===== config.mk =====
export PLATFORM = sky130hd
export DESIGN_NAME = spi_target_flat
export DESIGN_NICKNAME = d
export VERILOG_FILES = /design/src/rtl/spi_pkg.sv /design/src/rtl/spi_target_if.sv /design/src/rtl/spi_rx_fifo.sv /design/src/rtl/spi_target.sv /design/src/flat_wrapper.sv
export SDC_FILE = /design/constraint.sdc
export NUM_CORES = 1
export LEC_CHECK = 0
export ABC_AREA = 1
export BUFFER_PORTS_ARGS = -buffer_cell sky130_fd_sc_hd__buf_4
export CAP_MARGIN = 20
export CORE_UTILIZATION = 55
export DETAILED_ROUTE_END_ITERATION = 7
export PLACE_DENSITY = 0.77
export SYNTH_ARGS = -nofsm -noshare
export SYNTH_HDL_FRONTEND = slang
export SYNTH_SLANG_ARGS = --single-unit

===== constraint.sdc =====
create_clock -name clk -period 2.49 [get_ports clk]
set_input_delay 0.747 -clock clk [delete_from_list [all_inputs] [get_ports clk]]
set_output_delay 0.747 -clock clk [all_outputs]
set_load 0.005 [all_outputs]

===== src/rtl/spi_pkg.sv =====
// Shared types and constants for the SPI mode-0 target.
package spi_pkg;

  localparam int SPI_BITS = 8;
  localparam logic [SPI_BITS-1:0] IDLE_BYTE_DEF = 8'hFF;

  typedef enum logic {
    IDLE   = 1'b0,
    ACTIVE = 1'b1
  } spi_state_e;

endpackage


===== src/rtl/spi_target_if.sv =====
// SPI pins plus the local byte interface of the SPI target.
interface spi_target_if;
  import spi_pkg::*;

  logic                spi_sck;
  logic                spi_cs;
  logic                spi_mosi;
  logic                spi_miso;
  logic                spi_miso_oe;
  logic [SPI_BITS-1:0] tx_din;
  logic                tx_wr;
  logic                tx_full;
  logic                rx_ren;
  logic [SPI_BITS-1:0] rx_dout;
  logic                rx_data_present;
  logic                rx_overflow;
  logic                tx_underrun;
  logic                clr_flags;
  logic                busy;

  // Target (device) view.
  modport slave (
    input  spi_sck, spi_cs, spi_mosi, tx_din, tx_wr, rx_ren, clr_flags,
    output spi_miso, spi_miso_oe, tx_full, rx_dout, rx_data_present,
           rx_overflow, tx_underrun, busy
  );

  // Initiator / local-host view.
  modport master (
    output spi_sck, spi_cs, spi_mosi, tx_din, tx_wr, rx_ren, clr_flags,
    input  spi_miso, spi_miso_oe, tx_full, rx_dout, rx_data_present,
           rx_overflow, tx_underrun, busy
  );

endinterface


===== src/rtl/spi_rx_fifo.sv =====
// First-word-fall-through FIFO for received bytes. DEPTH must be a power of
// two and at least 2. A push into a full FIFO is accepted only when a pop of
// a non-empty FIFO happens in the same cycle. Head reads as zero when empty.
module spi_rx_fifo #(
  parameter int DEPTH = 4,
  parameter int WIDTH = 8
) (
  input  logic             i_clk,
  input  logic             i_rst,
  input  logic             i_push,
  input  logic             i_pop,
  input  logic [WIDTH-1:0] i_din,
  output logic             o_full,
  output logic             o_empty,
  output logic [WIDTH-1:0] o_dout
);

  localparam int AW = $clog2(DEPTH);

  logic [AW:0]      r_wr_ptr;
  logic [AW:0]      r_rd_ptr;
  logic [WIDTH-1:0] r_mem [DEPTH];
  logic             w_full;
  logic             w_empty;
  logic             w_do_pop;
  logic             w_do_push;

  assign w_empty   = (r_wr_ptr == r_rd_ptr);
  assign w_full    = (r_wr_ptr[AW] != r_rd_ptr[AW]) &&
                     (r_wr_ptr[AW-1:0] == r_rd_ptr[AW-1:0]);
  assign w_do_pop  = i_pop & ~w_empty;
  assign w_do_push = i_push & (~w_full | w_do_pop);

  // Storage write; contents need no reset because the head is masked when empty.
  always_ff @(posedge i_clk) begin
    if (w_do_push) r_mem[r_wr_ptr[AW-1:0]] <= i_din;
  end

  // Read/write pointers with an extra wrap bit to tell full from empty.
  always_ff @(posedge i_clk or posedge i_rst) begin
    if (i_rst) begin
      r_wr_ptr <= '0;
      r_rd_ptr <= '0;
    end else begin
      if (w_do_push) r_wr_ptr <= r_wr_ptr + 1'b1;
      if (w_do_pop)  r_rd_ptr <= r_rd_ptr + 1'b1;
    end
  end

  assign o_full  = w_full;
  assign o_empty = w_empty;
  assign o_dout  = w_empty ? '0 : r_mem[r_rd_ptr[AW-1:0]];

endmodule


===== src/rtl/spi_target.sv =====
// SPI mode-0 target: synchronises the initiator's pins into clk, shifts bytes
// MSB-first into an RX FIFO and returns bytes from a one-byte TX holding
// register (IDLE_BYTE when nothing is queued).
module spi_target
  import spi_pkg::*;
#(
  parameter int                  RX_DEPTH  = 4,
  parameter logic [SPI_BITS-1:0] IDLE_BYTE = IDLE_BYTE_DEF
) (
  input logic         clk,
  input logic         rst,
  spi_target_if.slave bus
);

  localparam int               CNT_W    = $clog2(SPI_BITS);
  localparam logic [CNT_W-1:0] LAST_BIT = CNT_W'(SPI_BITS - 1);

  logic r_sck_meta, r_sck_s, r_sck_d;
  logic r_cs_meta, r_cs_s, r_cs_d;
  logic r_mosi_meta, r_mosi_s;
  logic [1:0] r_settle;
  logic r_cs_armed;

  spi_state_e          r_state, w_state_next;
  logic [CNT_W-1:0]    r_bit_cnt;
  logic [SPI_BITS-1:0] r_shift_rx, r_shift_tx, r_tx_hold;
  logic                r_tx_full, r_tx_underrun, r_rx_overflow, r_push_pending;

  logic w_sck_rise, w_sck_fall, w_cs_fall, w_cs_rise;
  logic w_load, w_shift_tx, w_sample, w_cnt_clr, w_tx_accept, w_overflow;
  logic w_fifo_full, w_fifo_empty;
  logic [SPI_BITS-1:0] w_fifo_dout;

  // Two-flop synchronisers plus a third copy of sck/cs for edge detection.
  always_ff @(posedge clk or posedge rst) begin
    if (rst) begin
      r_sck_meta  <= 1'b1;  r_sck_s  <= 1'b1;  r_sck_d <= 1'b1;
      r_cs_meta   <= 1'b1;  r_cs_s   <= 1'b1;  r_cs_d  <= 1'b1;
      r_mosi_meta <= 1'b0;  r_mosi_s <= 1'b0;
    end else begin
      r_sck_meta  <= bus.spi_sck;  r_sck_s  <= r_sck_meta;  r_sck_d <= r_sck_s;
      r_cs_meta   <= bus.spi_cs;   r_cs_s   <= r_cs_meta;   r_cs_d  <= r_cs_s;
      r_mosi_meta <= bus.spi_mosi; r_mosi_s <= r_mosi_meta;
    end
  end

  // Arm cs only after the synchronised cs is seen high once the chain has
  // flushed its reset value, so a cs already low out of reset is not a start.
  always_ff @(posedge clk or posedge rst) begin
    if (rst) begin
      r_settle   <= 2'd0;
      r_cs_armed <= 1'b0;
    end else begin
      if (r_settle != 2'd3) r_settle <= r_settle + 2'd1;
      if (r_settle == 2'd3 && r_cs_s) r_cs_armed <= 1'b1;
    end
  end

  assign w_sck_rise = r_sck_s & ~r_sck_d;
  assign w_sck_fall = ~r_sck_s & r_sck_d;
  assign w_cs_fall  = r_cs_armed & r_cs_d & ~r_cs_s;
  assign w_cs_rise  = r_cs_s & ~r_cs_d;

  // FSM state register.
  always_ff @(posedge clk or posedge rst) begin
    if (rst) r_state <= IDLE;
    else     r_state <= w_state_next;
  end

  // Next state and per-cycle datapath strobes.
  always_comb begin
    w_state_next = r_state;
    w_load       = 1'b0;
    w_shift_tx   = 1'b0;
    w_sample     = 1'b0;
    w_cnt_clr    = 1'b0;
    unique case (r_state)
      IDLE: begin
        if (w_cs_fall) begin
          w_state_next = ACTIVE;
          w_load       = 1'b1;
          w_cnt_clr    = 1'b1;
        end
      end
      ACTIVE: begin
        if (w_cs_rise) begin
          w_state_next = IDLE;
          w_cnt_clr    = 1'b1;
        end else begin
          w_sample = w_sck_rise;
          if (w_sck_fall) begin
            if (r_bit_cnt == '0) w_load     = 1'b1;
            else                 w_shift_tx = 1'b1;
          end
        end
      end
      default: w_state_next = IDLE;
    endcase
  end

  // Receive shifter and bit counter; a completed byte is pushed next cycle.
  always_ff @(posedge clk or posedge rst) begin
    if (rst) begin
      r_bit_cnt      <= '0;
      r_shift_rx     <= '0;
      r_push_pending <= 1'b0;
    end else begin
      if (w_cnt_clr)     r_bit_cnt <= '0;
      else if (w_sample) r_bit_cnt <= r_bit_cnt + 1'b1;
      if (w_sample) r_shift_rx <= {r_shift_rx[SPI_BITS-2:0], r_mosi_s};
      r_push_pending <= w_sample && (r_bit_cnt == LAST_BIT);
    end
  end

  // A write is taken only into an empty holding register; a load in the same
  // cycle sees the pre-write occupancy.
  assign w_tx_accept = bus.tx_wr & ~r_tx_full;

  // Transmit shifter and holding register.
  always_ff @(posedge clk or posedge rst) begin
    if (rst) begin
      r_shift_tx <= '0;
      r_tx_hold  <= '0;
      r_tx_full  <= 1'b0;
    end else begin
      if (w_load)          r_shift_tx <= r_tx_full ? r_tx_hold : IDLE_BYTE;
      else if (w_shift_tx) r_shift_tx <= {r_shift_tx[SPI_BITS-2:0], 1'b0};
      if (w_tx_accept) r_tx_hold <= bus.tx_din;
      if (w_load && r_tx_full) r_tx_full <= 1'b0;
      else if (w_tx_accept)    r_tx_full <= 1'b1;
    end
  end

  assign w_overflow = r_push_pending & w_fifo_full & ~bus.rx_ren;

  // Sticky status flags; setting wins over a simultaneous clear.
  always_ff @(posedge clk or posedge rst) begin
    if (rst) begin
      r_tx_underrun <= 1'b0;
      r_rx_overflow <= 1'b0;
    end else begin
      if (w_load && !r_tx_full) r_tx_underrun <= 1'b1;
      else if (bus.clr_flags)   r_tx_underrun <= 1'b0;
      if (w_overflow)           r_rx_overflow <= 1'b1;
      else if (bus.clr_flags)   r_rx_overflow <= 1'b0;
    end
  end

  spi_rx_fifo #(
    .DEPTH (RX_DEPTH),
    .WIDTH (SPI_BITS)
  ) u_rx_fifo (
    .i_clk   (clk),
    .i_rst   (rst),
    .i_push  (r_push_pending),
    .i_pop   (bus.rx_ren),
    .i_din   (r_shift_rx),
    .o_full  (w_fifo_full),
    .o_empty (w_fifo_empty),
    .o_dout  (w_fifo_dout)
  );

  assign bus.spi_miso        = (r_state == ACTIVE) ? r_shift_tx[SPI_BITS-1] : 1'b1;
  assign bus.spi_miso_oe     = (r_state == ACTIVE) & ~r_cs_s;
  assign bus.busy            = (r_state == ACTIVE) & ~r_cs_s;
  assign bus.tx_full         = r_tx_full;
  assign bus.rx_dout         = w_fifo_dout;
  assign bus.rx_data_present = ~w_fifo_empty;
  assign bus.rx_overflow     = r_rx_overflow;
  assign bus.tx_underrun     = r_tx_underrun;

endmodule


===== src/flat_wrapper.sv =====
// flat-port wrapper written by rule: the top's interface ports become plain ports
module spi_target_flat import spi_pkg::*;
#(
  parameter int                  RX_DEPTH  = 4,
  parameter logic [SPI_BITS-1:0] IDLE_BYTE = IDLE_BYTE_DEF
)
  (clk, rst, bus_spi_sck, bus_spi_cs, bus_spi_mosi, bus_tx_din, bus_tx_wr, bus_rx_ren, bus_clr_flags, bus_spi_miso, bus_spi_miso_oe, bus_tx_full, bus_rx_dout, bus_rx_data_present, bus_rx_overflow, bus_tx_underrun, bus_busy);
  spi_target_if bus_i ();
  input logic clk;
  input logic rst;
  input wire logic [$bits(bus_i.spi_sck)-1:0] bus_spi_sck;
  input wire logic [$bits(bus_i.spi_cs)-1:0] bus_spi_cs;
  input wire logic [$bits(bus_i.spi_mosi)-1:0] bus_spi_mosi;
  input wire logic [$bits(bus_i.tx_din)-1:0] bus_tx_din;
  input wire logic [$bits(bus_i.tx_wr)-1:0] bus_tx_wr;
  input wire logic [$bits(bus_i.rx_ren)-1:0] bus_rx_ren;
  input wire logic [$bits(bus_i.clr_flags)-1:0] bus_clr_flags;
  output wire logic [$bits(bus_i.spi_miso)-1:0] bus_spi_miso;
  output wire logic [$bits(bus_i.spi_miso_oe)-1:0] bus_spi_miso_oe;
  output wire logic [$bits(bus_i.tx_full)-1:0] bus_tx_full;
  output wire logic [$bits(bus_i.rx_dout)-1:0] bus_rx_dout;
  output wire logic [$bits(bus_i.rx_data_present)-1:0] bus_rx_data_present;
  output wire logic [$bits(bus_i.rx_overflow)-1:0] bus_rx_overflow;
  output wire logic [$bits(bus_i.tx_underrun)-1:0] bus_tx_underrun;
  output wire logic [$bits(bus_i.busy)-1:0] bus_busy;
  assign bus_i.spi_sck = bus_spi_sck;
  assign bus_i.spi_cs = bus_spi_cs;
  assign bus_i.spi_mosi = bus_spi_mosi;
  assign bus_i.tx_din = bus_tx_din;
  assign bus_i.tx_wr = bus_tx_wr;
  assign bus_i.rx_ren = bus_rx_ren;
  assign bus_i.clr_flags = bus_clr_flags;
  assign bus_spi_miso = bus_i.spi_miso;
  assign bus_spi_miso_oe = bus_i.spi_miso_oe;
  assign bus_tx_full = bus_i.tx_full;
  assign bus_rx_dout = bus_i.rx_dout;
  assign bus_rx_data_present = bus_i.rx_data_present;
  assign bus_rx_overflow = bus_i.rx_overflow;
  assign bus_tx_underrun = bus_i.tx_underrun;
  assign bus_busy = bus_i.busy;
  spi_target #(.RX_DEPTH(RX_DEPTH), .IDLE_BYTE(IDLE_BYTE)) u_core (.clk(clk), .rst(rst), .bus(bus_i));
endmodule

* After elaboration in Yosys (flattened, before gate mapping) *
Memories as Yosys holds them, arrays and structs flattened.
Cells that the tools add are included.
W data, S select, Z words.

word-level totals
  logic and storage cells = 94
  output and inout bits = 15
  flip-flop bits (word level) = 49
  memories kept = 1
  bits in writable memories = 32
  input bits = 16

memories
  memory                  words  bits a word  read ports  clocked after memory_dff  write ports  line               source
  u_core.u_rx_fifo.r_mem  4      8            1           0                         1            spi_rx_fifo.sv:22  logic [WIDTH-1:0] r_mem [DEPTH];

operators by class
  mux-type cells = 29
  add/sub/neg operators = 4
  bitwise operators = 21
  reductions and logical operators = 12
  equal/unequal tests = 6

operators with widths
  operator               number
  $mux W8                4
  $mux W1                20
  $and A1 B1 Y1          11
  $reduce_bool A2 Y1     5
  $add A3 B1 Y3 const B  3
  $not A1 Y1             9
  $mux W3                2
  $pmux W1 S2            3
  $logic_and A1 B1 Y1    5
  $eq A3 B3 Y1           1
  $eq A3 B3 Y1 const B   1
  $logic_not A3 Y1       1
  $add A2 B1 Y2 const B  1
  $eq A2 B2 Y1           1
  $eq A2 B2 Y1 const B   1
  $ne A2 B2 Y1 const B   1
  $logic_not A1 Y1       1
  $ne A1 B1 Y1           1
  $or A1 B1 Y1           1

* Longest topological paths before layout *
  depth after elaboration = 7
  depth in mapped cells = 9
  gate-level depth less buffers = 9

* Modules after synthesis *
From an unflattened synthesis, not the netlist that was laid out.

second synthesis, totals
  cell total of the unflattened synthesis = 350
  area, all modules = 3,636.0 sq um

by module, submodules not included
  module       cells each  seq. area each (sq um)  area each (sq um)  instances
  spi_target   187         1,083.5                 1,858.0            1
  spi_rx_fifo  163         1,111.1                 1,778.0            1

* Worst setup path before layout *
No wires, ideal clock.

  path kind = register to output
  from = reg u_core.u_rx_fifo.r_rd_ptr[0]
  to = out bus_rx_dout[0]
  arrival time = 1.131 ns
  cell stages (with the launch flop) = 9
  data required time = 1.743 ns
  path buffers = 2
  setup slack = 0.612 ns
  path through = dfrtp_1 > buf_6 > inv_6 > nand2_1 > a21oi_2 > nand2_2 > buf_6 > nand2_1 > inv_1

between the ends
  cells in the longest elaborated chain, start to end = 2
  elaborated cells on any way between the ends = 3
  classes of those cells = eq/ne: 1; mux: 1; memory: 1

RTL lines
  item                                           line                source
  start: declaration                             spi_rx_fifo.sv:21   logic [AW:0] r_rd_ptr;
  start signal: assignment                       spi_rx_fifo.sv:46   if (w_do_pop) r_rd_ptr <= r_rd_ptr + 1'b1;
  $mem_v2 Z4 W8 or $eq A3 B3 Y1 (tied branches)  --
  $mux W8 *                                      spi_rx_fifo.sv:52   assign o_dout = w_empty ? '0 : r_mem[r_rd_ptr[AW-1:0]];
  end: declaration                               flat_wrapper.sv:21  output wire logic [$bits(bus_i.rx_dout)-1:0] bus_rx_dout;

Mark *: on every way between the ends. The rest lies on a longest branch, timed or not.

* Worst setup path in the final report *
  from = reg u_core.u_rx_fifo.r_rd_ptr[1]
  to = out bus_rx_dout[0]

Same word-level chain as after synthesis.

==> summary.txt <==
Layout
  – Area delta synth->final: 14.5%
  – Nets: about 400
  – Register Area: 2200 µm²
  – Layout cells sized above 1: between 20% and 30%
  – Layout filler cell count: 480
  – Area occupied by multi-input gates: 1090 µm²
  – Util after Layout: about 67%
  – Antenna Diode Count: 0

Global routing
  – Grt met3 use: 5.56%
  – First-pass GRT wire length: 9870 µm
  – Antenna violations before repair: 0
  – Pin count of the biggest net entering global routing: 26
  – Routing usage on met1: 23.8%
  – GRT Resource Usage Total: 20.5%
  – Met2 Use GR: 34.5%
  – Grt total ovfl: 0
  – GRT busiest layer: met2
  – Vias in the first global route: 2224

Critical path
  – Crit path DAT: 1.66 ns
  – CP Buf/Inv Count: 3
  – CP endpoint kind: output port
  – Worst path most repeated cell: nand2_1
  – Critical path cell sequence: inv_2 > nand2_1 > nand2_1 > a21oi_4 > nand2_4 > nand2_1 > inv_1 > buf_4
  – Critical path's largest stage delay: 0.45 ns
  – Crit-path max FO: 10
  – WS Path Type: register to output port
  – Cell family with the largest share of critical-path delay: flip-flops
  – Slowest-stage cell, CP: dfrtp_2
  – Worst Setup Start Kind: register
  – Worst Path Required: around 1.7 ns

STA
  – Final period util: approximately 96%
  – Final Hold Viols: 0
  – Post-layout minimum cycle time: 2.40 ns
  – Final worst slack: around 0.087 ns
  – Final setup violation count: 0
  – Final setup TNS: 0 ns
  – Hold_ws: 0.353 ns
  – Achievable Freq: 0.416 GHz
  – Max Slew Vio Count: 0
  – RSZ-0062 raised after global routing: no
  – Relative slew slack: around 63%
  – Post-route clock skew: around 0.012 ns
  – Least-Margin Pin Slew: between 0.5 and 0.6 ns

Power and ir drop
  – Pwr Density: 942 nW/µm²
  – Net Sw Power: 1240 µW
  – Worst vdd ir: 0.674 mV
  – Combinational Power Share: 29.2%
  – Clock group share of total power: 22.7%
  – Internal Power: about 2500 µW
  – Leakage: 0.00188 µW
  – Flop pwr share: 48.1%
  – Switching Share: 32.7%
  – Total power: 3790 µW

Yosys
  – Sequential share of the synthesized area: 62.6%
  – Net Count, Synth: between 300 and 400
  – Post-synth top area share: 30.7%
  – Mapped cell area: 3510 µm²
  – Register bit total from synthesis: between 80 and 90
  – Largest area contributor in the netlist: dfrtp_1
  – Syn Inst Count: between 300 and 400
  – Synth warn: 0
  – Syn_area_per_cell: ~10 µm²
  – Top post-synthesis cells by area: dfrtp_1, edfxtp_1, nand2_1
  – Cell variety after synth: 29

Clock network
  – TritonCTS buffer count: 9
  – Worst-path clk slew: approximately 0.08 ns
  – CTS tree: built
  – # clock sinks: 81
  – Root Driver: clkbuf_8
  – Clock Latency Late Sink: 0.35 ns
  – Clock Path Buffers: 2
  – Htree depth: 3

Placement
  – Post-DP HPWL: 4170 µm
  – Port Buf Inserts: 30
  – Setup WS pre-CTS: 0.244 ns
  – GP Congestion: 0.791

Floorplan
  – Core area: 6030 µm²
  – Die H: 81.9 µm
  – Initial Utilization: 58.2%
  – # IOs: 31
  – Die width: 81.9 µm
  – DIE AREA: approximately 6700 µm²
  – Site Rows: 28

Detailed routing
  – Pre-Repair DR Iteration Count: 5
  – DRC: 0
  – Vias: approximately 2400
  – Iteration-0 DRC count of the detailed router: 111
  – Routed WL: ~6200 µm
  – Wire per inst: 13.5 µm
  – DRT antenna net count: 0
  – Vias per cell: 5.21

Run status
  – Status: finished clean

Flow run
  – Max Cap Viol: 0

Worst hold path
  – HP Class: register to register
[power groups by stage]
stage / clock [µW] / combinational, µW / sequential, µW
floorplan: 0 / 795 / 1770
global placement: 0 / 1000 / 1830
detailed placement: 0 / 1050 / 1850
CTS: 876 / 1060 / 1820
global route: 928 / 1240 / 1860
finish: 859 / 1100 / 1820
[cell families (layout without fill, tap and decap cells)]
group	after synthesis	count (layout)	synth area share, %
and+or+nand+nor	146	146	18.6
AOI/OAI and AO/OA	47	47	7.20
muxes	2	2	0.642
DFF	81	81	62.6
buffers and inverters	50	97	6.78
xor gates and xnor gates	4	4	0.999
adders and majority gates	9	9	3.21
[final timing paths]
path	start	endpoint	slack, ns	cells after the start
max in group asynchronous	rst	u_core.r_shift_rx[3]$_DFFE_PP0P_	1.44	3
worst min-delay path	u_core.r_mosi_meta$_DFF_PP0_	u_core.r_mosi_s$_DFF_PP0_	0.35	0
worst min register to register	u_core.r_mosi_meta$_DFF_PP0_	u_core.r_mosi_s$_DFF_PP0_	0.35	0
worst max-delay path	u_core.u_rx_fifo.r_rd_ptr[1]$_DFFE_PP0P_	bus_rx_dout[0]	0.09	8
worst max register to register	u_core.u_rx_fifo.r_wr_ptr[2]$_DFFE_PP0P_	u_core.u_rx_fifo.r_mem[2][3]$_DFFE_PP_	0.77	6
min in group asynchronous	rst	u_core.u_rx_fifo.r_wr_ptr[0]$_DFFE_PP0P_	0.44	2
[cell usage in the layout (no fill, tap or decap), types with 3 or more instances in the layout]
cell / n
clkbuf_8: 9
inv_2: 6
edfxtp_1: 32
clkbuf_1: 3
clkinv_2: 3
nand2_2: 4
inv_1: 33
dfrtp_1: 41
nor2_1: 33
o21ai_0: 19
a21oi_1: 8
o21ai_1: 9
buf_4: 41
ha_1: 9
nand3_1: 21
dfstp_2: 6
nand2_4: 4
o22ai_1: 9
nand2_1: 78
[layer usage]
metal  part of all wire, %  wire, µm
met1                    44      2740
met2                    50      3100
met5                     0         0
met4                   2.5       154
met3                   3.5       219
[synth_stat cells, drive strengths merged]
master / n
or2: 1
buf: 10
xor2: 2
dfstp: 6
nor3: 1
nand2: 86
a21oi: 9
nand3: 24
edfxtp: 32
xnor2: 2
o21ai: 28
a21o: 1
mux2: 2
dfrtp: 43
nor2: 34
inv: 40
ha: 9
o22ai: 9
[what timing repair did]
item                       in CTS  in global routing
gates resized for setup         2                  3
setup endpoints to repair       9                  8
hold endpoints to repair        0                  0
hold buffers                    0                  0
setup buffers                   0                  3
[worst reg2reg max path: stages, from the launching register on]
cell	delay, ns
dfrtp_1	0.42
xnor2_1	0.34
nor2_1	0.12
nand2_2	0.12
nand2_2	0.10
nor2_1	0.12
buf_4	0.20
[stage by stage]
stage	instance area (µm²)	cells
2_1_floorplan	3510	339
6_report	4020	461
3_5_place_dp	3800	442
5_1_grt	4020	461
4_1_cts	3990	458
3_3_place_gp	3800	442
[state kept, by name, summed over array words and instances (netlist names), 2 cells and up]
| signal | cells |
|---|---|
| u_core.u_rx_fifo.r_rd_ptr | 3 |
| u_core.r_tx_hold | 8 |
| u_core.u_rx_fifo.r_wr_ptr | 3 |
| u_core.r_shift_rx | 8 |
| u_core.r_settle | 2 |
| u_core.r_shift_tx | 8 |
| u_core.u_rx_fifo.r_mem | 32 |
| u_core.r_bit_cnt | 3 |
[final cells by class]
type | instances | share of cell area (%)
timing repair buffer | 41 | 7.66
multi-input combinational | 208 | 27.1
clock buffer | 13 | 3.99
sequential | 81 | 54.7
inverter | 40 | 3.86
tap | 75 | 2.34
clock inverter | 3 | 0.374
(Power assumes the default switching activity.)
